==> src/rtl/uio_port_arbiter.sv <==
// Two-requester arbiter for the shared 8-bit uio pin bank.
// Single-beat reads/writes, round-robin grant, high-Z turnaround on every direction change.
module uio_port_arbiter #(
    parameter int unsigned TURNAROUND = 1,
    parameter logic [7:0]  OE_MASK    = 8'hFF
) (
    input  logic       clk,
    input  logic       rst_n,
    input  logic [1:0] req,
    input  logic [1:0] dir,
    input  logic [7:0] wdata0,
    input  logic [7:0] wdata1,
    output logic [1:0] ack,
    output logic [7:0] rdata,
    output logic       busy,
    input  logic [7:0] uio_in,
    output logic [7:0] uio_out,
    output logic [7:0] uio_oe
);

    localparam int unsigned DW = 8;
    localparam int unsigned CW = 3;

    typedef enum logic [1:0] {
        IDLE = 2'd0,
        TURN = 2'd1,
        XFER = 2'd2
    } state_e;

    state_e          state_q, state_d;
    logic [CW-1:0]   cnt_q, cnt_d;
    logic            gnt_q, gnt_d;
    logic            gdir_q, gdir_d;
    logic [DW-1:0]   gwdata_q, gwdata_d;
    logic            last_grant_q, last_grant_d;
    logic            bus_dir_q, bus_dir_d;
    logic [DW-1:0]   uio_out_q, uio_out_d;
    logic [DW-1:0]   uio_oe_q, uio_oe_d;
    logic [DW-1:0]   rdata_q, rdata_d;
    logic [1:0]      ack_q, ack_d;
    logic            busy_q, busy_d;

    logic [1:0]      elig;
    logic            sel;
    logic            sel_dir;
    logic [DW-1:0]   sel_wdata;

    // A request whose ack is still visible is not re-granted in that cycle.
    always_comb begin
        elig      = req & ~ack_q;
        sel       = (&elig) ? ~last_grant_q : elig[1];
        sel_dir   = dir[sel];
        sel_wdata = sel ? wdata1 : wdata0;
    end

    always_comb begin
        state_d      = state_q;
        cnt_d        = cnt_q;
        gnt_d        = gnt_q;
        gdir_d       = gdir_q;
        gwdata_d     = gwdata_q;
        last_grant_d = last_grant_q;
        bus_dir_d    = bus_dir_q;
        uio_out_d    = uio_out_q;
        uio_oe_d     = uio_oe_q;
        rdata_d      = rdata_q;
        ack_d        = 2'b00;

        unique case (state_q)
            IDLE: begin
                if (|elig) begin
                    gnt_d        = sel;
                    gdir_d       = sel_dir;
                    gwdata_d     = sel_wdata;
                    last_grant_d = sel;
                    if (sel_dir == bus_dir_q) begin
                        state_d = XFER;
                        if (sel_dir) begin
                            uio_out_d = sel_wdata;
                            uio_oe_d  = OE_MASK;
                        end
                    end else begin
                        state_d   = TURN;
                        uio_oe_d  = '0;
                        cnt_d     = CW'(TURNAROUND - 1);
                        bus_dir_d = sel_dir;
                    end
                end
            end
            TURN: begin
                uio_oe_d = '0;
                if (cnt_q == '0) begin
                    state_d = XFER;
                    if (gdir_q) begin
                        uio_out_d = gwdata_q;
                        uio_oe_d  = OE_MASK;
                    end
                end else begin
                    cnt_d = cnt_q - CW'(1);
                end
            end
            XFER: begin
                ack_d[gnt_q] = 1'b1;
                if (!gdir_q) begin
                    rdata_d = uio_in;
                end
                state_d = IDLE;
            end
            default: begin
                state_d  = IDLE;
                uio_oe_d = '0;
            end
        endcase

        busy_d = (state_d != IDLE);
    end

    always_ff @(posedge clk) begin
        if (!rst_n) begin
            state_q      <= IDLE;
            cnt_q        <= '0;
            gnt_q        <= 1'b0;
            gdir_q       <= 1'b0;
            gwdata_q     <= '0;
            last_grant_q <= 1'b1;
            bus_dir_q    <= 1'b0;
            uio_out_q    <= '0;
            uio_oe_q     <= '0;
            rdata_q      <= '0;
            ack_q        <= 2'b00;
            busy_q       <= 1'b0;
        end else begin
            state_q      <= state_d;
            cnt_q        <= cnt_d;
            gnt_q        <= gnt_d;
            gdir_q       <= gdir_d;
            gwdata_q     <= gwdata_d;
            last_grant_q <= last_grant_d;
            bus_dir_q    <= bus_dir_d;
            uio_out_q    <= uio_out_d;
            uio_oe_q     <= uio_oe_d;
            rdata_q      <= rdata_d;
            ack_q        <= ack_d;
            busy_q       <= busy_d;
        end
    end

    assign ack     = ack_q;
    assign rdata   = rdata_q;
    assign busy    = busy_q;
    assign uio_out = uio_out_q;
    assign uio_oe  = uio_oe_q;

endmodule

==> config.mk <==
export PLATFORM = sky130hd
export DESIGN_NAME = uio_port_arbiter
export DESIGN_NICKNAME = d
export VERILOG_FILES = /design/src/rtl/uio_port_arbiter.sv
export SDC_FILE = /design/constraint.sdc
export NUM_CORES = 1
export LEC_CHECK = 0
export CAP_MARGIN = 40
export CORE_MARGIN = 2
export CORE_UTILIZATION = 35
export DETAILED_ROUTE_END_ITERATION = 12
export PLACE_DENSITY = 0.74
export SYNTH_ARGS = -nofsm -noshare
export SYNTH_HDL_FRONTEND = slang
export SYNTH_SLANG_ARGS = --single-unit
==> constraint.sdc <==
create_clock -name clk -period 2.5 [get_ports clk]
set_clock_uncertainty 0.15 [all_clocks]
set_input_delay 0.375 -clock clk [delete_from_list [all_inputs] [get_ports clk]]
set_output_delay 0.375 -clock clk [all_outputs]
set_load 0.05 [all_outputs]
==> results of run 1 <==
-- through the flow --
stage	power [mW]	setup TNS [ps]	cells	worst slack, ps	cell area [um^2]
2_1_floorplan	1.71	0	183	34.9	1740
3_3_place_gp	2.05	-552	298	-70.8	2370
3_5_place_dp	2.07	-1220	298	-164	2370
4_1_cts	2.46	0	306	132	2450
5_1_grt	2.57	0	306	24.5	2450
6_report	2.44	0	306	147	2450
-- area by class of cell --
class	instances	area [um^2]
Clock buffer	8	80.1
Fill cell	473	2310
Inverter	6	22.5
Multi-Input combinational cell	122	856
Sequential cell	37	743
Tap cell	67	83.8
Timing Repair Buffer	66	661
-- cells in the final DEF, fill, tap and decap left out, types with 2 or more instances in the layout --
cell,n
clkbuf_8,5
a31oi_1,2
ha_1,3
o21ai_0,8
a211oi_1,9
buf_4,8
nand2b_4,2
mux2i_1,24
nand2_1,14
clkbuf_1,3
dfxtp_2,2
a21o_1,8
buf_12,2
dfxtp_1,35
clkdlybuf4s50_1,56
nand2b_1,5
nor2_1,24
inv_1,6
a21oi_1,8
-- state kept, by name, summed over array words and instances, names as in the netlist --
name	cells
gdir_q	1
state_q	2
gwdata_q	8
cnt_q	3
rdata	8
uio_oe	1
gnt_q	1
ack	2
last_grant_q	1
bus_dir_q	1
uio_out	8
busy	1
-- cell families (layout without fill, tap and decap cells) --
group | Yosys count | after routing | synth area share, %
AO/OA/AOI/OAI | 40 | 40 | 16.6
XOR/XNOR | 1 | 1 | 0.505
adder cells (fa/ha/maj) | 3 | 3 | 2.16
buffers and inverters | 24 | 80 | 7.94
flip-flops | 37 | 37 | 42.7
multiplexers | 25 | 25 | 15.2
AND/OR/NAND/NOR | 53 | 53 | 14.9
-- report_power, final --
part / internal, mW / switching (mW)
Combinational: 0.495 / 0.730
Clock: 0.198 / 0.194
Sequential: 0.727 / 0.0967
-- worst max path at each step --
stage                     cells after the start    from          to  slack [ps]
final                                        10  req[1]  uio_out[5]         150
after global routing                         10  req[0]  uio_out[2]          20
after CTS                                    10  req[1]  uio_out[5]         130
after detailed placement                     10  req[1]  uio_out[5]        -160
after global placement                       10  req[0]  uio_out[1]         -70
after floorplan                               9  ack[1]  uio_out[0]          30
-- per-layer routing --
layer | up-vias | routed length (um) | global-route usage (%)
li1 | 730 | - | -
met1 | 650 | 1710 | 18.5
met2 | 27 | 1920 | 24.7
met3 | 7 | 139 | 2.85
met4 | 0 | 72 | 6.94
met5 | - | 0 | 0
-- tightest hold or removal path: cells and delay by family, from the launching register on --
kind             cells  cell delay, ps
DFF                  1             310
and+or+nand+nor      1              50
muxes                1              50
==> flow_results.xml, run 1 <==
<?xml version="1.0" encoding="UTF-8"?>
<metrics>
  <group name="run_status">
    <metric name="run_status" unit="">finished, final reports clean</metric>
  </group>
  <group name="clock_tree">
    <metric name="cts_inserted_buffers" unit="">5</metric>
    <metric name="cts_tree" unit="">done</metric>
    <metric name="post_cts_resize_count" unit="">0</metric>
    <metric name="clock_sink_count" unit="">37</metric>
    <metric name="clk-insertion-delay-late" unit="ps">280</metric>
    <metric name="setup_buffers_after_cts" unit="">0</metric>
    <metric name="cts.root.buffer_cell" unit="">clkbuf_8</metric>
    <metric name="cts.htree.levels" unit="">2</metric>
    <metric name="max-clock-path-buffers" unit="">2</metric>
    <metric name="ctsHoldBuffers" unit="">0</metric>
    <metric name="worst_setup_hold_path_clk_slew" unit="ps">70</metric>
  </group>
  <group name="sta">
    <metric name="min_period" unit="ps">2350</metric>
    <metric name="worst_pin_slew" unit="ps">654</metric>
    <metric name="setup_repair_after_global_routing_missed_its_margin" unit="">false</metric>
    <metric name="timing.max_slew.rel_slack" unit="%">56.4</metric>
    <metric name="report.final.slew_viol_count" unit="">0</metric>
    <metric name="timing.fmax" unit="GHz">0.425</metric>
    <metric name="setup-violations-final" unit="">0</metric>
    <metric name="finalHoldWorstSlack" unit="ps">315</metric>
    <metric name="post_route_clock_period_utilization" unit="%">94.1</metric>
    <metric name="final_hold_viol_count" unit="">0</metric>
  </group>
  <group name="min_path">
    <metric name="worst_hold_startpoint" unit="">uio_out[0]</metric>
    <metric name="whs_path_depth" unit="">2</metric>
    <metric name="worstHoldPathType" unit="">reg -&gt; reg</metric>
    <metric name="worst_hold_path.endpoint" unit="">uio_out[0]</metric>
  </group>
  <group name="floorplanning">
    <metric name="die_h" unit="um">74.4</metric>
    <metric name="fp.coreArea" unit="um^2">4750</metric>
    <metric name="die_w" unit="um">74.4</metric>
    <metric name="initial_core_util" unit="%">36.5</metric>
    <metric name="area_enclosed_by_the_die_boundary" unit="um^2">5530</metric>
    <metric name="floorplan.io_pins" unit="">57</metric>
    <metric name="placementRows" unit="">25</metric>
  </group>
  <group name="critical_path">
    <metric name="timing.critical_path.buf_inv" unit="">2</metric>
    <metric name="worst-r2r-cell-count" unit="">9</metric>
    <metric name="flop_to_flop_setup_slack" unit="ps">360</metric>
    <metric name="crit_path_cell_trace" unit="">clkdlybuf4s50_1 -&gt; nand2b_4 -&gt; o21bai_4 -&gt; mux2i_4 -&gt; ha_1 -&gt; nor2_1 -&gt; nand2_1 -&gt; o22ai_4 -&gt; buf_12 -&gt; mux2i_1</metric>
    <metric name="worstPathRequired" unit="ps">2560</metric>
    <metric name="cp_top_family" unit="">buffers and inverters</metric>
    <metric name="slowest_delay" unit="ps">510</metric>
    <metric name="end_kind" unit="">register</metric>
    <metric name="arrival_time_of_the_worst_setup_path" unit="ps">2410</metric>
    <metric name="path_class" unit="">in -&gt; reg</metric>
    <metric name="worst_r2r_startpoint" unit="">ack[0]</metric>
    <metric name="critical_path.slowest_cell" unit="">clkdlybuf4s50_1</metric>
    <metric name="reg_to_reg_end" unit="">uio_out[5]</metric>
    <metric name="critical_path.startpoint_type" unit="">primary input</metric>
    <metric name="crit_fanout" unit="">8</metric>
  </group>
  <group name="yosys">
    <metric name="synth_commonest_cells" unit="">dfxtp_1 (37), mux2i_1 (24), nor2_1 (24)</metric>
    <metric name="synth_seq_area_share" unit="%">42.7</metric>
    <metric name="synth.avg_cell_area" unit="um^2">9.48</metric>
    <metric name="synth.ff_latch_count" unit="">37</metric>
    <metric name="post_synthesis_async_set_or_reset_flop_share" unit="%">0</metric>
    <metric name="synth_fp_nets" unit="">216</metric>
    <metric name="ys_top_cells_by_area" unit="">dfxtp_1 (43%), mux2i_1 (14%), nor2_1 (5.2%)</metric>
    <metric name="synth_cell_types" unit="">32</metric>
    <metric name="synth-edff-count" unit="">0</metric>
    <metric name="synth_top_flop_cell" unit="">dfxtp_1</metric>
    <metric name="synthDominantCellAreaShare" unit="%">42.7</metric>
    <metric name="synth.yosys.warnings" unit="">0</metric>
    <metric name="post_synth_inst_count" unit="">183</metric>
    <metric name="synthMostInstantiatedCell" unit="">dfxtp_1</metric>
    <metric name="post_synth_instance_area" unit="um^2">1730</metric>
    <metric name="yosysTopAreaCell" unit="">dfxtp_1</metric>
  </group>
  <group name="routing">
    <metric name="dr.first_iter.drc_count" unit="">36</metric>
    <metric name="routed_via_density" unit="">4.62</metric>
    <metric name="drc_errors" unit="">0</metric>
    <metric name="final_antenna_net_count" unit="">0</metric>
    <metric name="dr_total_vias" unit="">1414</metric>
    <metric name="post_drt_wl_per_cell" unit="um">12.6</metric>
    <metric name="totalWireLength" unit="um">3840</metric>
    <metric name="detail_route.first_pass.iterations" unit="">4</metric>
  </group>
  <group name="finish">
    <metric name="finalNetCount" unit="">271</metric>
    <metric name="insertedDiodeCount" unit="">0</metric>
    <metric name="layout_area_overhead" unit="%">41.1</metric>
    <metric name="final_util" unit="%">51.4</metric>
    <metric name="drive_above_1_share" unit="%">9.62</metric>
  </group>
  <group name="grt">
    <metric name="antenna_found_initial" unit="">0</metric>
    <metric name="global_route.usage.total" unit="%">14.8</metric>
    <metric name="wire_length_of_the_first_global_routing_pass" unit="um">6270</metric>
    <metric name="first_global_vias" unit="">1383</metric>
    <metric name="grt_remaining_overflow" unit="">0</metric>
    <metric name="grt_max_degree" unit="">25</metric>
  </group>
  <group name="placed_design">
    <metric name="port-buffer-count" unit="">56</metric>
    <metric name="dpl.hpwl" unit="um">2810</metric>
    <metric name="routabilityCongestion" unit="">0.779</metric>
  </group>
  <group name="power">
    <metric name="ir_worst_vdd" unit="V">0.000344</metric>
    <metric name="leakage_power_total" unit="nW">0.941</metric>
    <metric name="power_density_normalized_to_cell_area" unit="nW/um^2">998</metric>
  </group>
  <group name="flow_run">
    <metric name="drv.max_cap_violation_count" unit="">0</metric>
  </group>
</metrics>
Note: power is estimated with default switching activity, not from simulation.
==> inputs of run 2 (changes only) <==
- CTS_BUF_LIST: unset -> sky130_fd_sc_hd__clkbuf_16
- SLEW_MARGIN: unset -> 20
==> flow_results.xml, run 2 (same netlist as run 1, synthesis figures left out) <==
<?xml version="1.0" encoding="UTF-8"?>
<metrics>
  <group name="finish">
    <metric name="layout_area_overhead" unit="%">44.3</metric>
    <metric name="finalNetCount" unit="">271</metric>
    <metric name="fill_cell_instance_count_of_the_final_layout" unit="">463</metric>
    <metric name="insertedDiodeCount" unit="">0</metric>
    <metric name="finish.instance_area" unit="um^2">2500</metric>
    <metric name="final_common_cell" unit="">clkdlybuf4s50_1</metric>
    <metric name="layout.area.seq" unit="um^2">743</metric>
    <metric name="drive_above_1_share" unit="%">9.62</metric>
    <metric name="final_cell_mix" unit="">clkdlybuf4s50_1 (56), dfxtp_1 (35), mux2i_1 (24), nor2_1 (24), nand2_1 (14)</metric>
    <metric name="multi_input_area" unit="um^2">856</metric>
  </group>
  <group name="clock_tree">
    <metric name="cts_tree" unit="">done</metric>
    <metric name="worst_setup_hold_path_clk_slew" unit="ps">50</metric>
    <metric name="cts.root.buffer_cell" unit="">clkbuf_16</metric>
    <metric name="clk-insertion-delay-late" unit="ps">280</metric>
    <metric name="max-clock-path-buffers" unit="">2</metric>
    <metric name="setup_buffers_after_cts" unit="">0</metric>
    <metric name="cts_inserted_buffers" unit="">5</metric>
    <metric name="ctsHoldBuffers" unit="">0</metric>
    <metric name="clock_sink_count" unit="">37</metric>
    <metric name="cts.htree.levels" unit="">2</metric>
    <metric name="post_cts_resize_count" unit="">0</metric>
  </group>
  <group name="critical_path">
    <metric name="cp_top_family" unit="">buffers and inverters</metric>
    <metric name="critical_path.startpoint_type" unit="">primary input</metric>
    <metric name="arrival_time_of_the_worst_setup_path" unit="ps">2420</metric>
    <metric name="worstPathRequired" unit="ps">2550</metric>
    <metric name="end_kind" unit="">register</metric>
    <metric name="crit_path_cell_trace" unit="">clkdlybuf4s50_1 -&gt; nand2b_4 -&gt; o21bai_4 -&gt; mux2i_4 -&gt; ha_1 -&gt; nor2_1 -&gt; nand2_1 -&gt; o22ai_4 -&gt; buf_12 -&gt; mux2i_1</metric>
    <metric name="timing.critical_path.buf_inv" unit="">2</metric>
    <metric name="path_class" unit="">in -&gt; reg</metric>
    <metric name="crit_fanout" unit="">8</metric>
    <metric name="slowest_delay" unit="ps">510</metric>
    <metric name="critical_path.slowest_cell" unit="">clkdlybuf4s50_1</metric>
  </group>
  <group name="floorplanning">
    <metric name="initial_core_util" unit="%">36.5</metric>
    <metric name="placementRows" unit="">25</metric>
    <metric name="area_enclosed_by_the_die_boundary" unit="um^2">5530</metric>
    <metric name="die_w" unit="um">74.4</metric>
    <metric name="die_h" unit="um">74.4</metric>
    <metric name="fp.coreArea" unit="um^2">4750</metric>
    <metric name="floorplan.io_pins" unit="">57</metric>
  </group>
  <group name="sta">
    <metric name="timing.fmax" unit="GHz">0.421</metric>
    <metric name="setup-violations-final" unit="">0</metric>
    <metric name="min_period" unit="ps">2370</metric>
    <metric name="timing.max_slew.rel_slack" unit="%">54.5</metric>
    <metric name="worst_pin_slew" unit="ps">683</metric>
    <metric name="report.final.slew_viol_count" unit="">0</metric>
    <metric name="final_hold_viol_count" unit="">0</metric>
    <metric name="setup_repair_after_global_routing_missed_its_margin" unit="">false</metric>
    <metric name="totalNegativeSetupSlack" unit="ps">0</metric>
    <metric name="post_route_clock_period_utilization" unit="%">95.0</metric>
  </group>
  <group name="routing">
    <metric name="detail_route.first_pass.iterations" unit="">4</metric>
    <metric name="final_antenna_net_count" unit="">0</metric>
    <metric name="dr_total_vias" unit="">1422</metric>
    <metric name="drc_errors" unit="">0</metric>
    <metric name="totalWireLength" unit="um">3920</metric>
    <metric name="routed_via_density" unit="">4.65</metric>
    <metric name="dr.first_iter.drc_count" unit="">55</metric>
    <metric name="post_drt_wl_per_cell" unit="um">12.8</metric>
  </group>
  <group name="run_status">
    <metric name="run_status" unit="">finished, final reports clean</metric>
  </group>
  <group name="grt">
    <metric name="grt_remaining_overflow" unit="">0</metric>
    <metric name="grt_max_degree" unit="">25</metric>
    <metric name="first_global_vias" unit="">1404</metric>
    <metric name="wire_length_of_the_first_global_routing_pass" unit="um">6420</metric>
    <metric name="global_route.usage.total" unit="%">15.4</metric>
    <metric name="antenna_found_initial" unit="">0</metric>
  </group>
  <group name="power">
    <metric name="ir_worst_vdd" unit="V">0.000350</metric>
    <metric name="leakage_power_total" unit="nW">0.979</metric>
    <metric name="intPower" unit="mW">1.58</metric>
    <metric name="comb_power_share" unit="%">46.8</metric>
    <metric name="power_switching" unit="mW">1.04</metric>
    <metric name="switching_share" unit="%">39.8</metric>
    <metric name="sequentialPowerShare" unit="%">31.4</metric>
    <metric name="power_density_normalized_to_cell_area" unit="nW/um^2">1050</metric>
    <metric name="pwr-share-clk" unit="%">21.8</metric>
  </group>
  <group name="placed_design">
    <metric name="port-buffer-count" unit="">56</metric>
    <metric name="postPlaceCellArea" unit="um^2">2370</metric>
    <metric name="routabilityCongestion" unit="">0.779</metric>
    <metric name="dpl.hpwl" unit="um">2810</metric>
  </group>
  <group name="flow_run">
    <metric name="drv.max_cap_violation_count" unit="">0</metric>
  </group>
  <group name="min_path">
    <metric name="worstHoldPathType" unit="">reg -&gt; reg</metric>
  </group>
</metrics>
run 2: cell count changes in the layout (fill, tap and decap cells not counted):
cell / previous run / this run
clkbuf_16: 0 / 5
clkbuf_8: 5 / 0
inv_1: 6 / 9
clkbuf_1: 3 / 0
run 2: layout make-up:
cell class	instances	share of cell area, %
multi-input combinational	122	34.2
sequential	37	29.7
timing repair buffer	66	26.4
clock buffer	5	5.00
tap	67	3.35
inverter	6	0.900
clock inverter	3	0.450
run 2: metrics by stage:
step                instances  setup WS [ps]  hold WS [ps]  total power, mW  utilization [%]
detailed placement        298           -164           300             2.07             49.8
global placement          298          -70.8           295             2.05             49.8
global route              306           16.9           331             2.77             52.6
finish                    306            126           313             2.63             52.6
floorplan                 183           34.9           258             1.71                -
CTS                       306            121           310             2.65             52.6
run 2: power by group through the flow:
stage | combinational, mW | sequential [mW] | clock [mW]
detailed placement | 1.23 | 0.837 | 0
finish | 1.23 | 0.826 | 0.573
floorplan | 0.673 | 1.04 | 0
CTS | 1.24 | 0.826 | 0.593
global route | 1.31 | 0.849 | 0.611
global placement | 1.21 | 0.833 | 0
run 2: path summary, 6_finish.rpt:
| check | startpoint | cells after the start | slack (ps) | end |
|---|---|---|---|---|
| hold reg to reg | uio_out[0] | 2 | 310 | uio_out[0] |
| hold / removal | uio_out[0] | 2 | 310 | uio_out[0] |
| setup reg to reg | ack[0] | 9 | 350 | uio_out[5] |
| setup / recovery | req[1] | 10 | 130 | uio_out[5] |
run 2: worst reg2reg max path: cells and delay by family (launching register included):
family	cells	cell delay, ps
compound gates	2	320
buf+inv	1	160
fa+ha+maj	1	260
mux	2	460
simple gates	3	410
flops	1	310
run 2: per-layer routing:
layer | up-vias | GRT usage [%] | share of wire [%]
li1 | 731 | - | -
met2 | 18 | 25.7 | 51
met5 | - | 0 | 0
met4 | 0 | 6.94 | 1.9
met3 | 6 | 4.47 | 2.8
met1 | 667 | 18.4 | 45
==> edit, RTL diff (flow settings as in run 2) <==
Take the reset off `gwdata_q` and `rdata_q` and load them in a clocked block of their own.
--- a/src/rtl/uio_port_arbiter.sv
+++ b/src/rtl/uio_port_arbiter.sv
@@ -123,3 +123,2 @@
             gdir_q       <= 1'b0;
-            gwdata_q     <= '0;
             last_grant_q <= 1'b1;
@@ -128,3 +127,2 @@
             uio_oe_q     <= '0;
-            rdata_q      <= '0;
             ack_q        <= 2'b00;
@@ -136,3 +134,2 @@
             gdir_q       <= gdir_d;
-            gwdata_q     <= gwdata_d;
             last_grant_q <= last_grant_d;
@@ -141,3 +138,2 @@
             uio_oe_q     <= uio_oe_d;
-            rdata_q      <= rdata_d;
             ack_q        <= ack_d;
@@ -145,2 +141,7 @@
         end
+    end
+
+    always_ff @(posedge clk) begin
+        gwdata_q <= gwdata_d;
+        rdata_q  <= rdata_d;
     end
Function: differs if rst_n is asserted again (counterexample within 4 cycles, from zero or initial values and one cycle with rst_n low); with rst_n held inactive, the same outputs for 10 cycles.
==> edit against run 2 <==
Power up 2.4%; utilization down 0.84 points; worst hold slack worse by 0.030 ns; synthesized cell count down 19%; routed wire length down 12%; sequential power up 11%; critical path depth down 2; critical path type unchanged; sequential cell count unchanged; register-to-register slack better by 0.04 ns; largest cell class is now registers; area after synthesis down 3.0%; worst setup slack better by 0.0093 ns; final area down 2.9%.
==> edit: results (changes against run 2) <==
metric	value	unit	change
synth_edf_count	16		was 0
antenna_found_initial	0		unchanged
cpPeakStageDelay	0.48	ns	was 0.51 ns
antennaDiodeCount	0		unchanged
ys_top_cells_by_area	edfxtp_1, dfxtp_1, mux2_2		was dfxtp_1, mux2i_1, nor2_1
grt_pass1_wl	5540	µm	was 6420 µm
via_per_inst	4.89		was 4.65
grt_use_total	13.5	%	was 15.4%
finalNetCount	239		was 271
vdd_ir_drop_max	0.426	mV	was 0.350 mV
critPathMaxFanout	5		was 8
place_hpwl	2460	µm	was 2810 µm
numCtsBuffers	5		unchanged
root_buffer	clkbuf_16		unchanged
cts-htree-levels	2		unchanged
routed_wirelength	3430	µm	was 3920 µm
critPathTopFamily	compound AO/OA/AOI/OAI gates		was buffers and inverters
status	finished clean		unchanged
drt-initial-drc-count	50		was 55
insertion_delay	0.28	ns	about the same
tightest_slew	0.502	ns	was 0.683 ns
clk_path_buf_depth	2		unchanged
grt_pass1_vias	1238		was 1404
ys_warn_count	0		unchanged
hold_path.class	reg -> reg		unchanged
crit_slowest_cell	clkdlybuf4s50_1		unchanged
ys_seq_area_share	53.5	%	was 42.7%
grt_max_degree	30		was 25
cts_resized	0		unchanged
post-cts-setup-buffer-count	0		unchanged
synthTopCellsByCount	dfxtp_1, edfxtp_1, nand2_1, o21ai_0, o21a_1		was dfxtp_1, mux2i_1, nor2_1, nand2_1, a211oi_1
portBuffers	56		unchanged
synth.distinct_cells	36		was 32
routabilityCongestion	0.745		was 0.779
leakage	0.928	nW	was 0.979 nW
synth_ff_type	dfxtp_1		unchanged
postSynthNetCount	181		was 216
path_clk_slew	0.05	ns	about the same
ys_async_sr_fraction	0	%	unchanged
drive_gt1_share	14.0	%	was 9.62%
first_pass_iters	4		unchanged
==> edit: cell type report <==
cell class	count	area [µm²]
Fill cell	433	2260
Multi-Input combinational cell	93	679
Inverter	4	15.0
Sequential cell	37	903
Timing Repair Buffer	65	628
Tap cell	54	67.6
Clock buffer	5	125
Clock inverter	3	11.3
==> edit: cell families after synthesis <==
kind of cell	count (synthesis)	synth area share (%)
simple gates	41	13.2
flops	37	53.5
compound gates	30	13.0
buf+inv	18	6.10
mux	17	10.9
fa+ha+maj	3	2.23
xor+xnor	2	1.04
==> edit: path summary, 6_finish.rpt <==
path	to	slack, ns	from	cells past startpoint
max reg2reg	cnt_q[1]	0.39	ack[1]	8
min reg2reg	ack[0]	0.28	gnt_q	1
min	ack[0]	0.28	gnt_q	1
max	state_q[0]	0.14	req[0]	8
==> edit: power breakdown <==
part | internal [mW] | switching, mW
combinational | 0.461 | 0.735
sequential | 0.818 | 0.0980
clock | 0.358 | 0.219
total | 1.64 | 1.05
==> edit: per-stage QoR <==
stage               instance area, µm²  power (mW)  worst slack, ns  utilization, %  std cells
floorplan                         1690        1.79           0.0271               -        148
global placement                  2290        2.11          -0.0721            48.9        253
detailed placement                2290        2.13           -0.122            48.9        253
CTS                               2430        2.71            0.151            51.8        261
global route                      2430        2.82          0.00131            51.8        261
finish                            2430        2.69            0.135            51.8        261
==> edit: metal layers <==
metal	track usage (%)	vias to the layer above	part of all wire, %
li1	-	634	-
met1	15.3	595	42
met2	23.0	42	50
met3	5.90	5	6.7
met4	3.64	0	0.87
met5	0	-	0
